$ cat src/rtl/parity_frame_serializer.sv
// Serializes a DATA_W-bit word LSB first and appends a parity bit accumulated bit-serially.
// Optional macro PARITY_SEL_EN adds a par_even input that selects even parity at accept time.
module parity_frame_serializer #(
    parameter int DATA_W = 8
) (
    input  logic              clk,
    input  logic              rst,
`ifdef PARITY_SEL_EN
    input  logic              par_even,
`endif
    input  logic              in_valid,
    input  logic [DATA_W-1:0] in_data,
    output logic              in_ready,
    input  logic              tx_ready,
    output logic              tx_valid,
    output logic              tx_bit,
    output logic              tx_is_par,
    output logic              frame_done,
    output logic              busy
);

    // A 1-bit counter is kept for DATA_W=1 so the vector stays legal.
    localparam int CNT_W = (DATA_W > 1) ? $clog2(DATA_W) : 1;
    localparam logic [CNT_W-1:0] LAST = CNT_W'(DATA_W - 1);

    typedef enum logic [1:0] {
        IDLE,
        SHIFT,
        PARITY
    } state_t;

    state_t            state, state_nxt;
    logic [DATA_W-1:0] shreg, shreg_nxt;
    logic [CNT_W-1:0]  cnt, cnt_nxt;
    logic              acc, acc_nxt;
    logic              done_nxt;
    logic              seed;

`ifdef PARITY_SEL_EN
    assign seed = ~par_even;
`else
    assign seed = 1'b1;
`endif

    always_ff @(posedge clk) begin
        if (rst) begin
            state      <= IDLE;
            shreg      <= '0;
            cnt        <= '0;
            acc        <= 1'b0;
            frame_done <= 1'b0;
        end else begin
            state      <= state_nxt;
            shreg      <= shreg_nxt;
            cnt        <= cnt_nxt;
            acc        <= acc_nxt;
            frame_done <= done_nxt;
        end
    end

    always_comb begin
        state_nxt = state;
        shreg_nxt = shreg;
        cnt_nxt   = cnt;
        acc_nxt   = acc;
        done_nxt  = 1'b0;
        in_ready  = 1'b0;
        tx_valid  = 1'b0;
        tx_bit    = 1'b0;
        tx_is_par = 1'b0;
        case (state)
            IDLE: begin
                in_ready = 1'b1;
                if (in_valid) begin
                    shreg_nxt = in_data;
                    cnt_nxt   = '0;
                    acc_nxt   = seed;
                    state_nxt = SHIFT;
                end
            end
            SHIFT: begin
                tx_valid = 1'b1;
                tx_bit   = shreg[0];
                if (tx_ready) begin
                    acc_nxt   = acc ^ shreg[0];
                    shreg_nxt = shreg >> 1;
                    if (cnt == LAST) begin
                        state_nxt = PARITY;
                    end else begin
                        cnt_nxt = cnt + CNT_W'(1);
                    end
                end
            end
            PARITY: begin
                tx_valid  = 1'b1;
                tx_bit    = acc;
                tx_is_par = 1'b1;
                if (tx_ready) begin
                    done_nxt  = 1'b1;
                    state_nxt = IDLE;
                end
            end
            default: state_nxt = IDLE;
        endcase
    end

    assign busy = (state != IDLE);

endmodule

$ cat config.mk
export PLATFORM = sky130hd
export DESIGN_NAME = parity_frame_serializer
export DESIGN_NICKNAME = d
export VERILOG_FILES = /design/src/rtl/parity_frame_serializer.sv
export SDC_FILE = /design/constraint.sdc
export NUM_CORES = 1
export LEC_CHECK = 0
export BUFFER_PORTS_ARGS = -buffer_cell sky130_fd_sc_hd__buf_2
export CAP_MARGIN = 25
export CORE_MARGIN = 3
export CORE_UTILIZATION = 35
export CTS_BUF_LIST = sky130_fd_sc_hd__clkbuf_2 sky130_fd_sc_hd__clkbuf_4 sky130_fd_sc_hd__clkbuf_8
export DETAILED_ROUTE_END_ITERATION = 16
export PLACE_DENSITY_LB_ADDON = 0.2
export REMOVE_ABC_BUFFERS = 1
export SETUP_SLACK_MARGIN = 0.05
export SYNTH_ARGS = -nofsm -noshare
export SYNTH_HDL_FRONTEND = slang
export SYNTH_SLANG_ARGS = --single-unit
export TNS_END_PERCENT = 50
$ cat constraint.sdc
create_clock -name clk -period 1.8 [get_ports clk]
set_input_delay 0.18 -clock clk [delete_from_list [all_inputs] [get_ports clk]]
set_output_delay 0.18 -clock clk [all_outputs]
set_load 0.02 [all_outputs]
# ---- Word level (Yosys, flattened, before mapping)
# Cells that the tools add are included.
dict set report word_totals {
  regBits 15
  input_bits 12
  wordCells 44
}
dict set report op_classes {
  add_sub_neg 1
  n_eq_ne 8
  mux 20
  bitwise 2
  n_reduce_logical 8
}
# operator n
set op_table {}
lappend op_table {{two-way mux 8 bit} 2}
lappend op_table {{one-hot mux 8 bit (2 select lines)} 1}
lappend op_table {{inequality test 2 bit, second input constant} 5}
lappend op_table {{two-way mux 3 bit} 3}
lappend op_table {{two-way mux 2 bit} 4}
lappend op_table {{AND reduction 4 bit} 2}
lappend op_table {{two-way mux 1 bit} 6}
lappend op_table {{one-hot mux 2 bit (3 select lines)} 1}
lappend op_table {{one-hot mux 3 bit (2 select lines)} 1}
lappend op_table {{one-hot mux 1 bit (2 select lines)} 2}
lappend op_table {{nonzero test 2 bit} 2}
lappend op_table {{OR reduction 2 bit} 2}
lappend op_table {{adder 3 x 1 -> 3 bit, second input constant} 1}
lappend op_table {{== test 3 bit, second input constant} 1}
lappend op_table {{AND reduction 3 bit} 1}
lappend op_table {{== test 2 x 1 -> 1 bit, second input constant} 1}
lappend op_table {{== test 2 bit, second input constant} 1}
lappend op_table {{logical NOT 2 bit} 1}
lappend op_table {{inverter 1 bit} 1}
lappend op_table {{bitwise XOR 1 bit} 1}

# ---- Logic depth before layout (Yosys ltp)
# Gate-level depths: netlist of run 1.
dict set report depth {
  word_depth 4
  mapped_depth 8
  ltp_nobuf 5
}

# ---- Worst setup path before layout of run 1
# No wires, ideal clock.
dict set report synth_path {
  kind {reg2reg}
  start {reg state[0]}
  end {reg acc}
  setup_ps 81
  t_arrival_ps 1586
  setup_slack_ps 133
  path_stages_with_launch 8
  n_path_buf 2
  synth_period_minus_slack_ps 1667
  path_cell_list {dfxtp_1 > inv_1 > ha_1 > or2_1 > buf_6 > and3_4 > buf_6 > a211oi_2}
}
dict set report synth_via {
  elab_chain_len 3
  elab_cells_between_ends 7
}
# item line_no
set synth_lines {}
lappend synth_lines {{start, declared} 32} ;# state_t state, state_nxt;
lappend synth_lines {{start signal, assigned} 53} ;# state <= state_nxt;
lappend synth_lines {{== test 2 x 1 -> 1 bit or logical NOT 2 bit (tied branches)} 71} ;# case (state)
lappend synth_lines {{inequality test 2 bit (no line) or nonzero test 2 bit (tied branches)} -}
lappend synth_lines {{AND reduction 3 bit (no line)} -}
lappend synth_lines {{end signal, assigned} 56} ;# acc <= acc_nxt;
lappend synth_lines {{end, declared} 35} ;# logic acc, acc_nxt;
# Several ways; a longest one is shown, not always the timed one.
# A chain may end at the register's enable or synchronous reset.

# ---- Final worst setup path of run 1
dict set report layout_path {
  start {reg state[1]}
  end {out tx_bit}
}
dict set report layout_via {
  elab_chain_len 2
  elab_cells_between_ends 3
}
# item line_no
set layout_lines {}
lappend layout_lines {{== test 2 bit or == test 2 x 1 -> 1 bit (tied branches)} 71}
lappend layout_lines {{one-hot mux 1 bit (2 select lines) *} 71}
lappend layout_lines {{end, declared} 16} ;# output logic tx_bit,
# Every way passes the cells marked *; elsewhere a longest branch is shown, timed or not.

==> results of run 1 <==
-- worst reg2reg max path, stage by stage, from the launching register on --
cell and delay (ps):
dfxtp_1 390, inv_1 100, ha_1 300, nor2b_1 200, a211oi_2 320, mux2i_1 230
-- through the flow --
step / hold WS (ps) / instances / power, mW
4_1_cts: 193 / 135 / 0.875
3_3_place_gp: 447 / 131 / 0.663
6_report: 199 / 135 / 0.862
3_5_place_dp: 460 / 131 / 0.664
5_1_grt: 206 / 135 / 0.918
2_1_floorplan: 245 / 84 / 0.593
-- power groups by stage --
stage | combinational [mW] | clock [mW] | sequential (mW)
after global routing | 0.299 | 0.224 | 0.395
after floorplan | 0.202 | 0 | 0.392
after detailed placement | 0.266 | 0 | 0.398
after global placement | 0.265 | 0 | 0.398
final | 0.268 | 0.204 | 0.390
after CTS | 0.268 | 0.217 | 0.390
-- logic make-up after synthesis --
kind of cell | Yosys count | share of synthesized area
adder cells (fa/ha/maj) | 7 | 0.0963
AO/OA/AOI/OAI | 25 | 0.243
buffers and inverters | 11 | 0.0743
flip-flops | 15 | 0.330
AND/OR/NAND/NOR | 23 | 0.146
multiplexers | 10 | 0.110
-- synthesized netlist by cell type --
cell type	instances
a21o_1	1
o21bai_1	1
buf_6	3
o21ai_0	1
buf_2	3
nand3_1	4
a31oi_1	8
dfxtp_1	15
a41oi_1	1
and3_1	2
nor2b_1	3
and3_4	1
a21oi_1	1
a211oi_2	9
nand2b_1	6
nand3b_1	1
or2_1	1
a311oi_1	1
mux2i_1	10
a22oi_1	1
nor2_1	2
ha_1	7
inv_1	4
buf_1	1
a221oi_1	1
nand2_1	3
-- metal layers --
layer | GRT usage | routed length (um) | share of wire | vias up
li1 | - | - | - | 369
met1 | 0.163 | 845 | 0.51 | 320
met2 | 0.160 | 736 | 0.44 | 16
met3 | 0.0271 | 69 | 0.041 | 2
met4 | 0.0298 | 13 | 0.0078 | 0
met5 | 0 | 0 | 0 | -
-- flip-flops by register name, indices dropped and copies added, names as in the netlist --
register and flops:
state 2, frame_done 1, acc 1, shreg 8, cnt 3
-- worst min-delay path by stage --
| stage | startpoint | to | slack, ps | cells after the start |
|---|---|---|---|---|
| 6_report | tx_ready | frame_done | 200 | 2 |
| 3_5_place_dp | cnt[1] | cnt[1] | 460 | 2 |
| 3_3_place_gp | cnt[1] | cnt[1] | 450 | 2 |
| 2_1_floorplan | rst | acc | 240 | 1 |
| 5_1_grt | tx_ready | frame_done | 210 | 2 |
| 4_1_cts | tx_ready | frame_done | 190 | 2 |
-- final cells by class --
cell class	count	area, um2
Clock buffer	4	30.0
Multi-Input combinational cell	65	547
Fill cell	244	1310
Inverter	4	15.0
Tap cell	28	35.0
Timing Repair Buffer	19	100
Sequential cell	15	300
-- timing repair --
action                                  4_1_cts  5_1_grt
endpoints found under the setup margin        0        9
gates resized for setup                       0        2
endpoints found under the hold margin         0        0
==> impl_results.md, run 1 <==
* Mean area per synthesized cell at 10.0 um2
* Fin nets at 127
* Total CTS buffers at 3
* Reg2reg setup slack at 200 ps
* Worst-Skew Late Latency at 270 ps
* Die H at 57.0 um
* RSZ-0062 raised after global routing: no
* Post-Syn Instances at 91
* H-tree depth at 1
* First-pass GRT wire length at 2860 um
* Site Rows at 17
* Least-Margin Pin Slew at 365 ps
* Top cell family by delay on the critical path: flip-flops
* Worst EP arrival at 1420 ps
* Critical Path RT at 1620 ps
* Critical path startpoint: state[1]
* Via count of the routed design at 707
* DP Area at 992 um2
* Max FO, Critical Path at 6
* Final setup vio count at 0
* Synth area leader: dfxtp_1
* Core ar. at 2340 um2
* Worst setup EP type: output port
* Synth top area cells: dfxtp_1, a211oi_2, mux2i_1, ha_1, a31oi_1
* WP depth at 5
* Distinct cells, synth at 26
* Via/cell ratio at 5.24
* Fmax achieved at 624 MHz
* Final instance area at 1030 um2
* Placement Setup Slack at 152 ps
* Diode count at 0
* Clock slew at reported path FFs at 90 ps
* R2R cell count at 5
* Hold Vio Cnt, Final at 0
* Fin crit share at 0.890
* Routed WL per cell at 12.3 um
* DRT antenna net count at 0
* Pleak at 0.432 nW
* Max_cap viols at 0
* Hpwl dp at 1300 um
* Crit Path Class: reg2out
* Flops & latches, synth at 15
* Critical-path top delay cell: dfxtp_1
* Net load switching power at 0.273 mW
* YS warnings at 0
* Die ar. at 3250 um2
* Initial antenna violation count at 0
* Total gr overflow at 0
* Initial DRC Count at 21
* Commonest cells after routing, fill and taps aside: buf_2, dfxtp_1, mux2i_1, a211oi_2, a31oi_1
* Sequential share of the synthesized area at 0.330
* Setup Fix Bufs, Post-CTS at 0
* Min setup slack post-route at 198 ps
* I/O pins at 18
* Final GP Congestion at 0.714
* Fin crit period at 1600 ps
* Drt pass-1 iters at 4
* Max Clock Skew at 4.67 ps
* Net Sw Frac at 0.317
* Detailed-route DRC error count at 0
* Reg power frac at 0.453
* CTS tree: done
* Max_slew headroom at 0.756
* Synth top area share at 0.330
* Reg2reg start: state[0]
* Total track usage at 0.111
* Max clock buf depth at 2
* Clock Tree Root: clkbuf_4
* Post-Syn Area at 910 um2
* Peak supply drop at 0.000348 V
* Post-layout util at 0.439
* Initial Util at 0.389
* CP max stage delay at 340 ps
* Layout cells sized above 1 at 0.327
* CTS sink cnt at 15
* Buf/Inv on CP at 2
* Port Buffers at 17
* Status: complete, no violations
* Post-CTS Hold Buffers at 0
* Vias in the first global route at 627
* Synth-to-layout area growth at 12.9%
* Internal at 0.589 mW
* Min-delay worst type: in2reg
* Critical Path Source Type: flip-flop
* Clock power share at 0.236
* Sum of negative setup slack at 0 ps
* Logic pwr share at 0.311
* DIE WIDTH at 57.0 um
* Reg-to-reg critical path endpoint: cnt[0]
* Final Max Tran Viols at 0
* Largest net degree at the start of global routing at 13
* Routed WL at 1660 um
* Pwr per Cell Area at 839 nW/um2
* Most common cell after layout, fill and taps aside: buf_2
* CP endpoint: tx_bit
* Crit-path cells: inv_1 > ha_1 > a22oi_1 > nor2b_1 > buf_2
Note: power is estimated with default switching activity, not from simulation.
==> inputs of run 2 (changes only) <==
--- a/config.mk
+++ b/config.mk
@@ -8,10 +8,9 @@
 export BUFFER_PORTS_ARGS = -buffer_cell sky130_fd_sc_hd__buf_2
 export CAP_MARGIN = 25
 export CORE_MARGIN = 3
-export CORE_UTILIZATION = 35
+export CORE_UTILIZATION = 40
 export CTS_BUF_LIST = sky130_fd_sc_hd__clkbuf_2 sky130_fd_sc_hd__clkbuf_4 sky130_fd_sc_hd__clkbuf_8
 export DETAILED_ROUTE_END_ITERATION = 16
-export PLACE_DENSITY_LB_ADDON = 0.2
 export REMOVE_ABC_BUFFERS = 1
 export SETUP_SLACK_MARGIN = 0.05
 export SYNTH_ARGS = -nofsm -noshare
==> impl_results.md, run 2 (synthesis gave the netlist of run 1 again) <==
* Die H at 53.7 um (-5.8%)
* Critical-path top delay cell: dfxtp_1
* Max reg flops at 8 (unchanged)
* Total track usage at 0.139 (+0.0289)
* Initial Util at 0.441 (+0.0524)
* Via/cell ratio at 5.36 (+2.4%)
* Regs by FF count: shreg (8), cnt (3), state (2)
* Core ar. at 2060 um2 (-12%)
* Routed WL per cell at 12.6 um (+1.9%)
* Initial DRC Count at 17 (-19%)
* RSZ-0062 raised after global routing: no
* Port Buffers at 17 (unchanged)
* Layout cells sized above 1 at 0.333 (+0.00623)
* Commonest cells after routing, fill and taps aside: buf_2, dfxtp_1, mux2i_1, a211oi_2, a31oi_1
* Max FO, Critical Path at 6 (unchanged)
* Crit Path Class: reg2out
* Detailed-route DRC error count at 0 (unchanged)
* Pleak at 0.437 nW (+1.2%)
* Final GP Congestion at 0.724 (+1.3%)
* Peak supply drop at 0.000389 V (+12%)
* Status: complete, no violations
* Drt pass-1 iters at 4 (unchanged)
* Worst-Skew Late Latency at 280 ps (about the same)
* Setup Fix Bufs, Post-CTS at 0 (unchanged)
* Critical path startpoint: state[1]
* Critical Path RT at 1620 ps (about the same)
* Pwr per Cell Area at 847 nW/um2 (+0.97%)
* Fmax achieved at 620 MHz (-0.71%)
* Hold Vio Cnt, Final at 0 (unchanged)
* Routed WL at 1700 um (+1.9%)
* Fin crit period at 1610 ps (+11.4 ps)
* Final Max Tran Viols at 0 (unchanged)
* Total CTS buffers at 3 (unchanged)
* Reg2reg start: state[0]
* Largest net degree at the start of global routing at 13 (unchanged)
* Hpwl dp at 1280 um (-1.9%)
* Max_cap viols at 0 (unchanged)
* Final setup vio count at 0 (unchanged)
* Vias in the first global route at 642 (+2.4%)
* Min-delay worst type: in2reg
* Max Clock Skew at 7.41 ps (+2.74 ps)
* Total gr overflow at 0 (unchanged)
* I/O pins at 18 (unchanged)
* Worst hold path startpoint: tx_ready
* Least-Margin Pin Slew at 375 ps (+10.1 ps)
* Sum of negative setup slack at 0 ps (unchanged)
* Worst setup EP type: output port
* Site Rows at 16 (-1)
* Initial antenna violation count at 0 (unchanged)
* Worst EP arrival at 1430 ps (about the same)
* Smallest hold slack at 198 ps (-0.756 ps)
* Via count of the routed design at 724 (+2.4%)
* DRT antenna net count at 0 (unchanged)
* Most common cell after layout, fill and taps aside: buf_2
* First-pass GRT wire length at 2920 um (+1.9%)
* Clock slew at reported path FFs at 90 ps (about the same)
* H-tree depth at 1 (unchanged)
* Top reg by flops: shreg
* CP max stage delay at 340 ps (about the same)
* Max_slew headroom at 0.749 (-0.00674)
* Die ar. at 2880 um2 (-11%)
* Synth-to-layout area growth at 13.6%
* DIE WIDTH at 53.7 um (-5.8%)
* Critical Path Source Type: flip-flop
* CTS sink cnt at 15 (unchanged)
* Fin crit share at 0.896 (+0.00634)
* Clock Tree Root: clkbuf_4
* Crit-path cells: inv_1 > ha_1 > a22oi_1 > nor2b_1 > buf_2
* CTS tree: done
* Fin nets at 128 (+0.79%)
* Max clock buf depth at 2 (unchanged)
* Diode count at 0 (unchanged)
==> run 2: cell types whose count changed in the layout (fill, tap and decap cells not counted) <==
cell | before | now
buf_4 | 2 | 3
==> run 2: area by class of cell <==
| cell class | instances | area [um2] |
|---|---|---|
| Clock buffer | 4 | 30.0 |
| Fill cell | 204 | 1030 |
| Inverter | 4 | 15.0 |
| Multi-Input combinational cell | 65 | 547 |
| Sequential cell | 15 | 300 |
| Tap cell | 27 | 33.8 |
| Timing Repair Buffer | 20 | 108 |
==> run 2: worst paths after layout <==
kind	endpoint	slack, ps	cells after the start
max	tx_bit	190	5
min	frame_done	200	2
max reg2reg	cnt[1]	200	5
min reg2reg	cnt[1]	470	2
==> run 2: timing repair <==
action,CTS,global route
hold buffers,0,0
gates resized for setup,0,2
endpoints found under the setup margin,0,8
==> run 2: stage by stage <==
stage	setup slack (ps)	total power [mW]	cells	util	instance area, um2
floorplan	124	0.593	84	-	857
global placement	222	0.666	131	0.484	998
detailed placement	150	0.668	131	0.484	998
CTS	123	0.881	135	0.499	1030
global route	54.2	0.926	135	0.501	1030
finish	187	0.875	135	0.501	1030
==> run 2: critical path: cells and delay by family, from the launching register on <==
kind / cells / cell delay (ps)
compound gates: 1 / 100
simple gates: 1 / 110
buf+inv: 2 / 280
fa+ha+maj: 1 / 310
flops: 1 / 340
==> run 2: per-layer routing <==
| metal | vias up | global-route usage | part of all wire |
|---|---|---|---|
| li1 | 373 | - | - |
| met1 | 333 | 0.193 | 0.55 |
| met2 | 14 | 0.202 | 0.40 |
| met3 | 4 | 0.0332 | 0.032 |
| met4 | 0 | 0.0638 | 0.013 |
| met5 | - | 0 | 0 |
==> run 2: where the power goes <==
part           leakage [nW]  switching [mW]  internal, mW
clock                0.0184           0.110         0.101
sequential            0.123          0.0234         0.368
combinational         0.296           0.150         0.124
